===== src/rtl/temac_cfg_pkg.sv =====
// Shared constants for the TEMAC configuration register window:
// register offsets, AXI response codes and the enable bit position.
package temac_cfg_pkg;

  localparam logic [31:0] OFF_ID        = 32'h0000_0000;
  localparam logic [31:0] OFF_RCW1      = 32'h0000_0404;
  localparam logic [31:0] OFF_TCW       = 32'h0000_0408;
  localparam logic [31:0] OFF_FILT_PORT = 32'h0000_0500;
  localparam logic [31:0] OFF_STATUS    = 32'h0000_0504;

  localparam logic [1:0] RESP_OKAY   = 2'b00;
  localparam logic [1:0] RESP_SLVERR = 2'b10;
  localparam logic [1:0] RESP_DECERR = 2'b11;

  localparam int EN_BIT = 28;

  typedef enum logic [2:0] {
    REG_ID,
    REG_RCW1,
    REG_TCW,
    REG_FILT_PORT,
    REG_STATUS,
    REG_NONE
  } reg_sel_e;

  // Offset must already be masked to the decoded window, word aligned.
  function automatic reg_sel_e decode_off(input logic [31:0] off);
    reg_sel_e sel;
    case (off)
      OFF_ID:        sel = REG_ID;
      OFF_RCW1:      sel = REG_RCW1;
      OFF_TCW:       sel = REG_TCW;
      OFF_FILT_PORT: sel = REG_FILT_PORT;
      OFF_STATUS:    sel = REG_STATUS;
      default:       sel = REG_NONE;
    endcase
    return sel;
  endfunction

endpackage


===== src/rtl/axil_wstrb_merge.sv =====
// Byte-lane merge of a stored value with write data under byte strobes.
// W must be a multiple of 8.
module axil_wstrb_merge #(
  parameter int W = 32
) (
  input  logic [W-1:0]   old_i,
  input  logic [W-1:0]   wdata_i,
  input  logic [W/8-1:0] wstrb_i,
  output logic [W-1:0]   merged_o
);

  for (genvar b = 0; b < W / 8; b++) begin : g_lane
    assign merged_o[8*b +: 8] = wstrb_i[b] ? wdata_i[8*b +: 8] : old_i[8*b +: 8];
  end

endmodule


===== src/rtl/temac_cfg_axil_slave.sv =====
// AXI4-Lite responder for the TEMAC configuration window (ID, RCW1, TCW,
// UDP filter port, STATUS). Independent write and read channels.
module temac_cfg_axil_slave
  import temac_cfg_pkg::*;
#(
  parameter int          ADDR_W   = 12,
  parameter logic [31:0] ID_VALUE = 32'h5544_5046,
  parameter logic [31:0] RCW1_RST = 32'h0000_0000,
  parameter logic [31:0] TCW_RST  = 32'h0000_0000,
  parameter logic [15:0] PORT_RST = 16'd0
) (
  input  logic        clk,
  input  logic        rst_n,
  input  logic [31:0] s_axi_awaddr,
  input  logic        s_axi_awvalid,
  output logic        s_axi_awready,
  input  logic [31:0] s_axi_wdata,
  input  logic [3:0]  s_axi_wstrb,
  input  logic        s_axi_wvalid,
  output logic        s_axi_wready,
  output logic [1:0]  s_axi_bresp,
  output logic        s_axi_bvalid,
  input  logic        s_axi_bready,
  input  logic [31:0] s_axi_araddr,
  input  logic        s_axi_arvalid,
  output logic        s_axi_arready,
  output logic [31:0] s_axi_rdata,
  output logic [1:0]  s_axi_rresp,
  output logic        s_axi_rvalid,
  input  logic        s_axi_rready,
  input  logic        stat_link_up,
  input  logic [15:0] stat_frames_dropped,
  output logic        rx_enable,
  output logic        tx_enable,
  output logic [15:0] filt_udp_port
);

  localparam logic [31:0] ADDR_MASK = 32'((64'd1 << ADDR_W) - 64'd1) & 32'hFFFF_FFFC;

  logic        aw_full_q, aw_full_d;
  logic [31:0] aw_off_q, aw_off_d;
  logic        w_full_q, w_full_d;
  logic [31:0] w_data_q, w_data_d;
  logic [3:0]  w_strb_q, w_strb_d;
  logic        bvalid_q, bvalid_d;
  logic [1:0]  bresp_q, bresp_d;
  logic        rvalid_q, rvalid_d;
  logic [31:0] rdata_q, rdata_d;
  logic [1:0]  rresp_q, rresp_d;
  logic [31:0] rcw1_q, rcw1_d;
  logic [31:0] tcw_q, tcw_d;
  logic [15:0] port_q, port_d;

  logic [31:0] rcw1_merged, tcw_merged;
  logic [15:0] port_merged;
  logic [31:0] status_word;
  logic        commit;

  axil_wstrb_merge #(.W(32)) u_merge_rcw1 (
    .old_i   (rcw1_q),
    .wdata_i (w_data_q),
    .wstrb_i (w_strb_q),
    .merged_o(rcw1_merged)
  );

  axil_wstrb_merge #(.W(32)) u_merge_tcw (
    .old_i   (tcw_q),
    .wdata_i (w_data_q),
    .wstrb_i (w_strb_q),
    .merged_o(tcw_merged)
  );

  // Only the low two lanes exist in storage; upper lanes are discarded.
  axil_wstrb_merge #(.W(16)) u_merge_port (
    .old_i   (port_q),
    .wdata_i (w_data_q[15:0]),
    .wstrb_i (w_strb_q[1:0]),
    .merged_o(port_merged)
  );

  assign status_word = {15'b0, stat_link_up, stat_frames_dropped};
  assign commit      = aw_full_q & w_full_q & ~bvalid_q;

  always_comb begin
    aw_full_d = aw_full_q;
    aw_off_d  = aw_off_q;
    w_full_d  = w_full_q;
    w_data_d  = w_data_q;
    w_strb_d  = w_strb_q;
    bvalid_d  = bvalid_q;
    bresp_d   = bresp_q;
    rcw1_d    = rcw1_q;
    tcw_d     = tcw_q;
    port_d    = port_q;

    if (s_axi_awvalid && !aw_full_q) begin
      aw_full_d = 1'b1;
      aw_off_d  = s_axi_awaddr & ADDR_MASK;
    end
    if (s_axi_wvalid && !w_full_q) begin
      w_full_d = 1'b1;
      w_data_d = s_axi_wdata;
      w_strb_d = s_axi_wstrb;
    end

    if (commit) begin
      bvalid_d = 1'b1;
      case (decode_off(aw_off_q))
        REG_RCW1: begin
          rcw1_d  = rcw1_merged;
          bresp_d = RESP_OKAY;
        end
        REG_TCW: begin
          tcw_d   = tcw_merged;
          bresp_d = RESP_OKAY;
        end
        REG_FILT_PORT: begin
          port_d  = port_merged;
          bresp_d = RESP_OKAY;
        end
        REG_ID, REG_STATUS: bresp_d = RESP_SLVERR;
        default:            bresp_d = RESP_DECERR;
      endcase
    end

    // Entries stay occupied until the response is taken, which holds the readies low.
    if (bvalid_q && s_axi_bready) begin
      bvalid_d  = 1'b0;
      aw_full_d = 1'b0;
      w_full_d  = 1'b0;
    end
  end

  always_comb begin
    rvalid_d = rvalid_q;
    rdata_d  = rdata_q;
    rresp_d  = rresp_q;
    if (s_axi_arvalid && !rvalid_q) begin
      rvalid_d = 1'b1;
      rresp_d  = RESP_OKAY;
      case (decode_off(s_axi_araddr & ADDR_MASK))
        REG_ID:        rdata_d = ID_VALUE;
        REG_RCW1:      rdata_d = rcw1_q;
        REG_TCW:       rdata_d = tcw_q;
        REG_FILT_PORT: rdata_d = {16'b0, port_q};
        REG_STATUS:    rdata_d = status_word;
        default: begin
          rdata_d = 32'b0;
          rresp_d = RESP_DECERR;
        end
      endcase
    end else if (rvalid_q && s_axi_rready) begin
      rvalid_d = 1'b0;
    end
  end

  always_ff @(posedge clk or negedge rst_n) begin
    if (!rst_n) begin
      aw_full_q <= 1'b0;
      aw_off_q  <= 32'b0;
      w_full_q  <= 1'b0;
      w_data_q  <= 32'b0;
      w_strb_q  <= 4'b0;
      bvalid_q  <= 1'b0;
      bresp_q   <= RESP_OKAY;
      rvalid_q  <= 1'b0;
      rdata_q   <= 32'b0;
      rresp_q   <= RESP_OKAY;
      rcw1_q    <= RCW1_RST;
      tcw_q     <= TCW_RST;
      port_q    <= PORT_RST;
    end else begin
      aw_full_q <= aw_full_d;
      aw_off_q  <= aw_off_d;
      w_full_q  <= w_full_d;
      w_data_q  <= w_data_d;
      w_strb_q  <= w_strb_d;
      bvalid_q  <= bvalid_d;
      bresp_q   <= bresp_d;
      rvalid_q  <= rvalid_d;
      rdata_q   <= rdata_d;
      rresp_q   <= rresp_d;
      rcw1_q    <= rcw1_d;
      tcw_q     <= tcw_d;
      port_q    <= port_d;
    end
  end

  assign s_axi_awready = ~aw_full_q;
  assign s_axi_wready  = ~w_full_q;
  assign s_axi_bvalid  = bvalid_q;
  assign s_axi_bresp   = bresp_q;
  assign s_axi_arready = ~rvalid_q;
  assign s_axi_rvalid  = rvalid_q;
  assign s_axi_rdata   = rdata_q;
  assign s_axi_rresp   = rresp_q;
  assign rx_enable     = rcw1_q[EN_BIT];
  assign tx_enable     = tcw_q[EN_BIT];
  assign filt_udp_port = port_q;

endmodule


===== config.mk =====
export PLATFORM = sky130hd
export DESIGN_NAME = temac_cfg_axil_slave
export DESIGN_NICKNAME = d
export VERILOG_FILES = /design/src/rtl/temac_cfg_pkg.sv /design/src/rtl/axil_wstrb_merge.sv /design/src/rtl/temac_cfg_axil_slave.sv
export SDC_FILE = /design/constraint.sdc
export NUM_CORES = 1
export LEC_CHECK = 0
export CAP_MARGIN = 20
export CORE_MARGIN = 5
export CORE_UTILIZATION = 51
export DETAILED_ROUTE_END_ITERATION = 16
export PLACE_DENSITY = 0.89
export SETUP_SLACK_MARGIN = 0.02
export SLEW_MARGIN = 30
export SYNTH_ARGS = -nofsm -noshare
export SYNTH_HDL_FRONTEND = slang
export SYNTH_SLANG_ARGS = --single-unit

===== constraint.sdc =====
create_clock -name clk -period 3.7 [get_ports clk]
set_input_delay 0.74 -clock clk [delete_from_list [all_inputs] [get_ports clk]]
set_output_delay 0.74 -clock clk [all_outputs]
set_load 0.05 [all_outputs]

==> run_results.csv <==
group,metric,value,unit
placement,port_buffers,138,
sta,timing.fmax,0.351,GHz
logic_synthesis,synth_cells,522,
critical_path,crit_fanout,17,
detailed_routing,wl_per_cell,20.8,um
sta,min_period,2.85,ns
layout,final_nets,792,
floorplan,core_area,0.0138,sq mm
power_and_ir_drop,power_density,545,mW/mm^2
sta,finalSetupTns,0,ns
cts,cts_num_sinks,165,
critical_path,worstPathRequired,4.04,ns
layout,design_area,0.00939,sq mm
logic_synthesis,syn_area_per_cell,13.7,sq um
logic_synthesis,synthXorXnorAreaFrac,0.245,%
layout,drive_above_1_share,27.0,%
cts,post_cts_buffers,0,
outcome,status,"complete, no violations",
critical_path,worstSetupPathType,"primary input to register",
global_route,grt_pass1_vias,5647,
sta,finalSetupViolCount,0,
placement,hpwl,12500,um
cts,cts_buffers,17,
placement,place_area,0.00876,sq mm
critical_path,cp-startpoint,"s_axi_araddr[10]",
sta,maxSlewHeadroom,40.5,%
power_and_ir_drop,leakagePower,0.00424,uW
logic_synthesis,synth_flop_cell,"dfrtp_1",
logic_synthesis,yosys_register_bits,165,
sta,rsz0062_at_grt,"no",
global_route,grt_antenna_before_repair,1,
critical_path,r2r-start,"aw_off_q[7]",
critical_path,crit_path_start_kind,"primary input",
detailed_routing,detail_route.iter0.violations,392,
logic_synthesis,synth_area,0.00715,sq mm
layout,fillCellCount,917,
sta,slew_violations,0,
placement,place_congestion,0.852,
critical_path,endpoint,"s_axi_rdata[2]",
layout,area_growth_syn_to_layout,31.3,%
hold_path,hold_class,"primary input to async pin",
layout,fin_util,67.9,%
global_route,overflow,0,
logic_synthesis,synth_cell_types,44,
critical_path,r2r_end,"filt_udp_port[7]",
floorplan,die_y,128,um
cts,ctsRootBufferMaster,"clkbuf_16",
cts,insertion_delay,0.43,ns
sta,fin_crit_sh,76.9,%
cts,cts_buffer_depth,2,
logic_synthesis,synth_compound_area_share,9.54,%
cts,cts_tree,"yes",
detailed_routing,via_count,5087,
layout,diodes,0,
critical_path,r2r_slack,1.33,ns
logic_synthesis,async_flop_share,100,%
sta,finClkSkew,0.00914,ns
cts,clkSlewWorstSetupHoldPaths,0.06,ns
power_and_ir_drop,p_total,5120,uW
sta,worst_pin_slew,0.893,ns
logic_synthesis,synth_seq_area_share,57.7,%
detailed_routing,ant_nets,0,
floorplan,boundaryPins,183,
sta,hold_viol_final,0,
sta,setup_slack,0.855,ns
logic_synthesis,syn_nets,646,
cts,htree_levels,4,
detailed_routing,detail_route.vias_per_cell,5.91,
detailed_routing,dr.pass1.iters,5,
logic_synthesis,synth-edff-count,0,
detailed_routing,routed_wl,17900,um
logic_synthesis,synth_top_family_by_area,"multiplexers",
power_and_ir_drop,ir_drop,0.527,mV
logic_synthesis,yosys.area_share.simple,8.07,%
logic_synthesis,yosysWarnings,0,
critical_path,reg2reg_depth,4,
global_route,grt_max_degree,97,
logic_synthesis,synthMuxAreaShare,22.8,%
global_route,grtUsageTotal,22.6,%
critical_path,endpoint_kind,"register",
flow_run,max_cap_violations,0,
floorplan,die_w,128,um
global_route,grt_pass1_wl,28800,um
cts,hold_buffers,0,
placement,place_ws,0.407,ns
detailed_routing,drc_errors,0,
floorplan,dieArea,0.0165,sq mm
critical_path,worstPathArrival,3.19,ns
logic_synthesis,synth_fa_ha_area_share,0,%
floorplan,rows,43,
floorplan,start_util,51.7,%
cts,cts_resized,0,
==> critical path: stages <==
cell and delay, ns:
clkdlybuf4s50_1 0.59, or4b_2 0.66, nor4_1 0.38, a21o_1 0.54, a2bb2oi_1 0.26
==> worst min-delay path by stage <==
stage / endpoint / slack [ns] / cells past startpoint
final: filt_udp_port[11] / 0.39 / 1
after global routing: filt_udp_port[8] / 0.46 / 1
after CTS: filt_udp_port[11] / 0.43 / 1
after detailed placement: rcw1_q[14] / 0.48 / 1
after global placement: rcw1_q[21] / 0.47 / 1
after floorplan: aw_full_q / 0.44 / 0
==> cells in the final DEF (no fill, tap or decap), drive strengths merged, types with 2 or more instances in the layout <==
cell type	instances
mux2i	11
a21oi	9
nor4	5
nor4b	3
clkdlybuf4s50	137
nor2	10
and2	10
or4bb	3
or4b	2
and3	9
a2bb2oi	5
nand2	20
mux2	135
nor3	6
a22oi	20
or2	2
o2bb2ai	6
nand2b	2
nand3	4
inv	6
bufinv	3
o22ai	11
nand4	2
buf	11
a22o	16
o2111ai	2
clkinv	5
clkbuf	23
nor2b	5
dfrtp	165
a221oi	4
o21ai	18
==> area by class of cell <==
class,count,area [sq um],share of cell area (%)
tap,180,225,2.40
clock inverter,10,146,1.56
inverter,5,18.8,0.200
timing repair buffer,149,1470,15.6
multi-input combinational,330,2930,31.2
sequential,165,4130,44.0
clock buffer,22,474,5.05
==> cells by family (layout without fill, tap and decap cells) <==
family	after synthesis	after routing
simple gates	86	86
flops	165	165
compound gates	96	96
mux	146	146
buf+inv	27	186
xor+xnor	2	2
==> Yosys cell counts (6+ instances only) <==
library cell	number	area share, %
a22o_1	16	2.0
and2_1	10	0.87
o2bb2ai_1	6	0.73
nand2_1	12	0.63
mux2i_1	11	1.5
a22oi_1	20	2.1
o22ai_1	11	0.96
mux2_2	124	20
nor2_1	10	0.52
a21oi_1	9	0.63
nor3_1	6	0.42
o21ai_0	18	1.3
and3_1	9	0.79
mux2_1	11	1.7
clkbuf_1	15	0.79
nand2_4	8	1.3
dfrtp_1	165	58
==> through the flow <==
step                instances  hold slack, ns
global placement          829           0.475
CTS                       861           0.432
finish                    861           0.388
global route              861           0.465
floorplan                 522           0.444
detailed placement        829           0.482
==> where the power goes <==
part / internal, uW / switching (uW)
combinational: 462 / 404
sequential: 2120 / 305
clock: 1120 / 711
==> per-layer routing <==
metal,vias to the layer above,GRT usage (%),wire length [um],share of wire (%)
met5,-,0,9,0.050
li1,2250,-,-,-
met2,189,39.0,9350,52
met4,2,9.18,415,2.3
met1,2600,26.8,6950,39
met3,46,6.02,1160,6.5
==> sequential cells by signal (all words and copies together), names as in the netlist <==
signal,cells
s_axi_bresp,2
rcw1_q,32
w_data_q,32
s_axi_rdata,32
aw_full_q,1
w_strb_q,4
s_axi_bvalid,1
filt_udp_port,16
s_axi_rvalid,1
w_full_q,1
aw_off_q,10
tcw_q,32
s_axi_rresp,1
(Power assumes the default switching activity.)
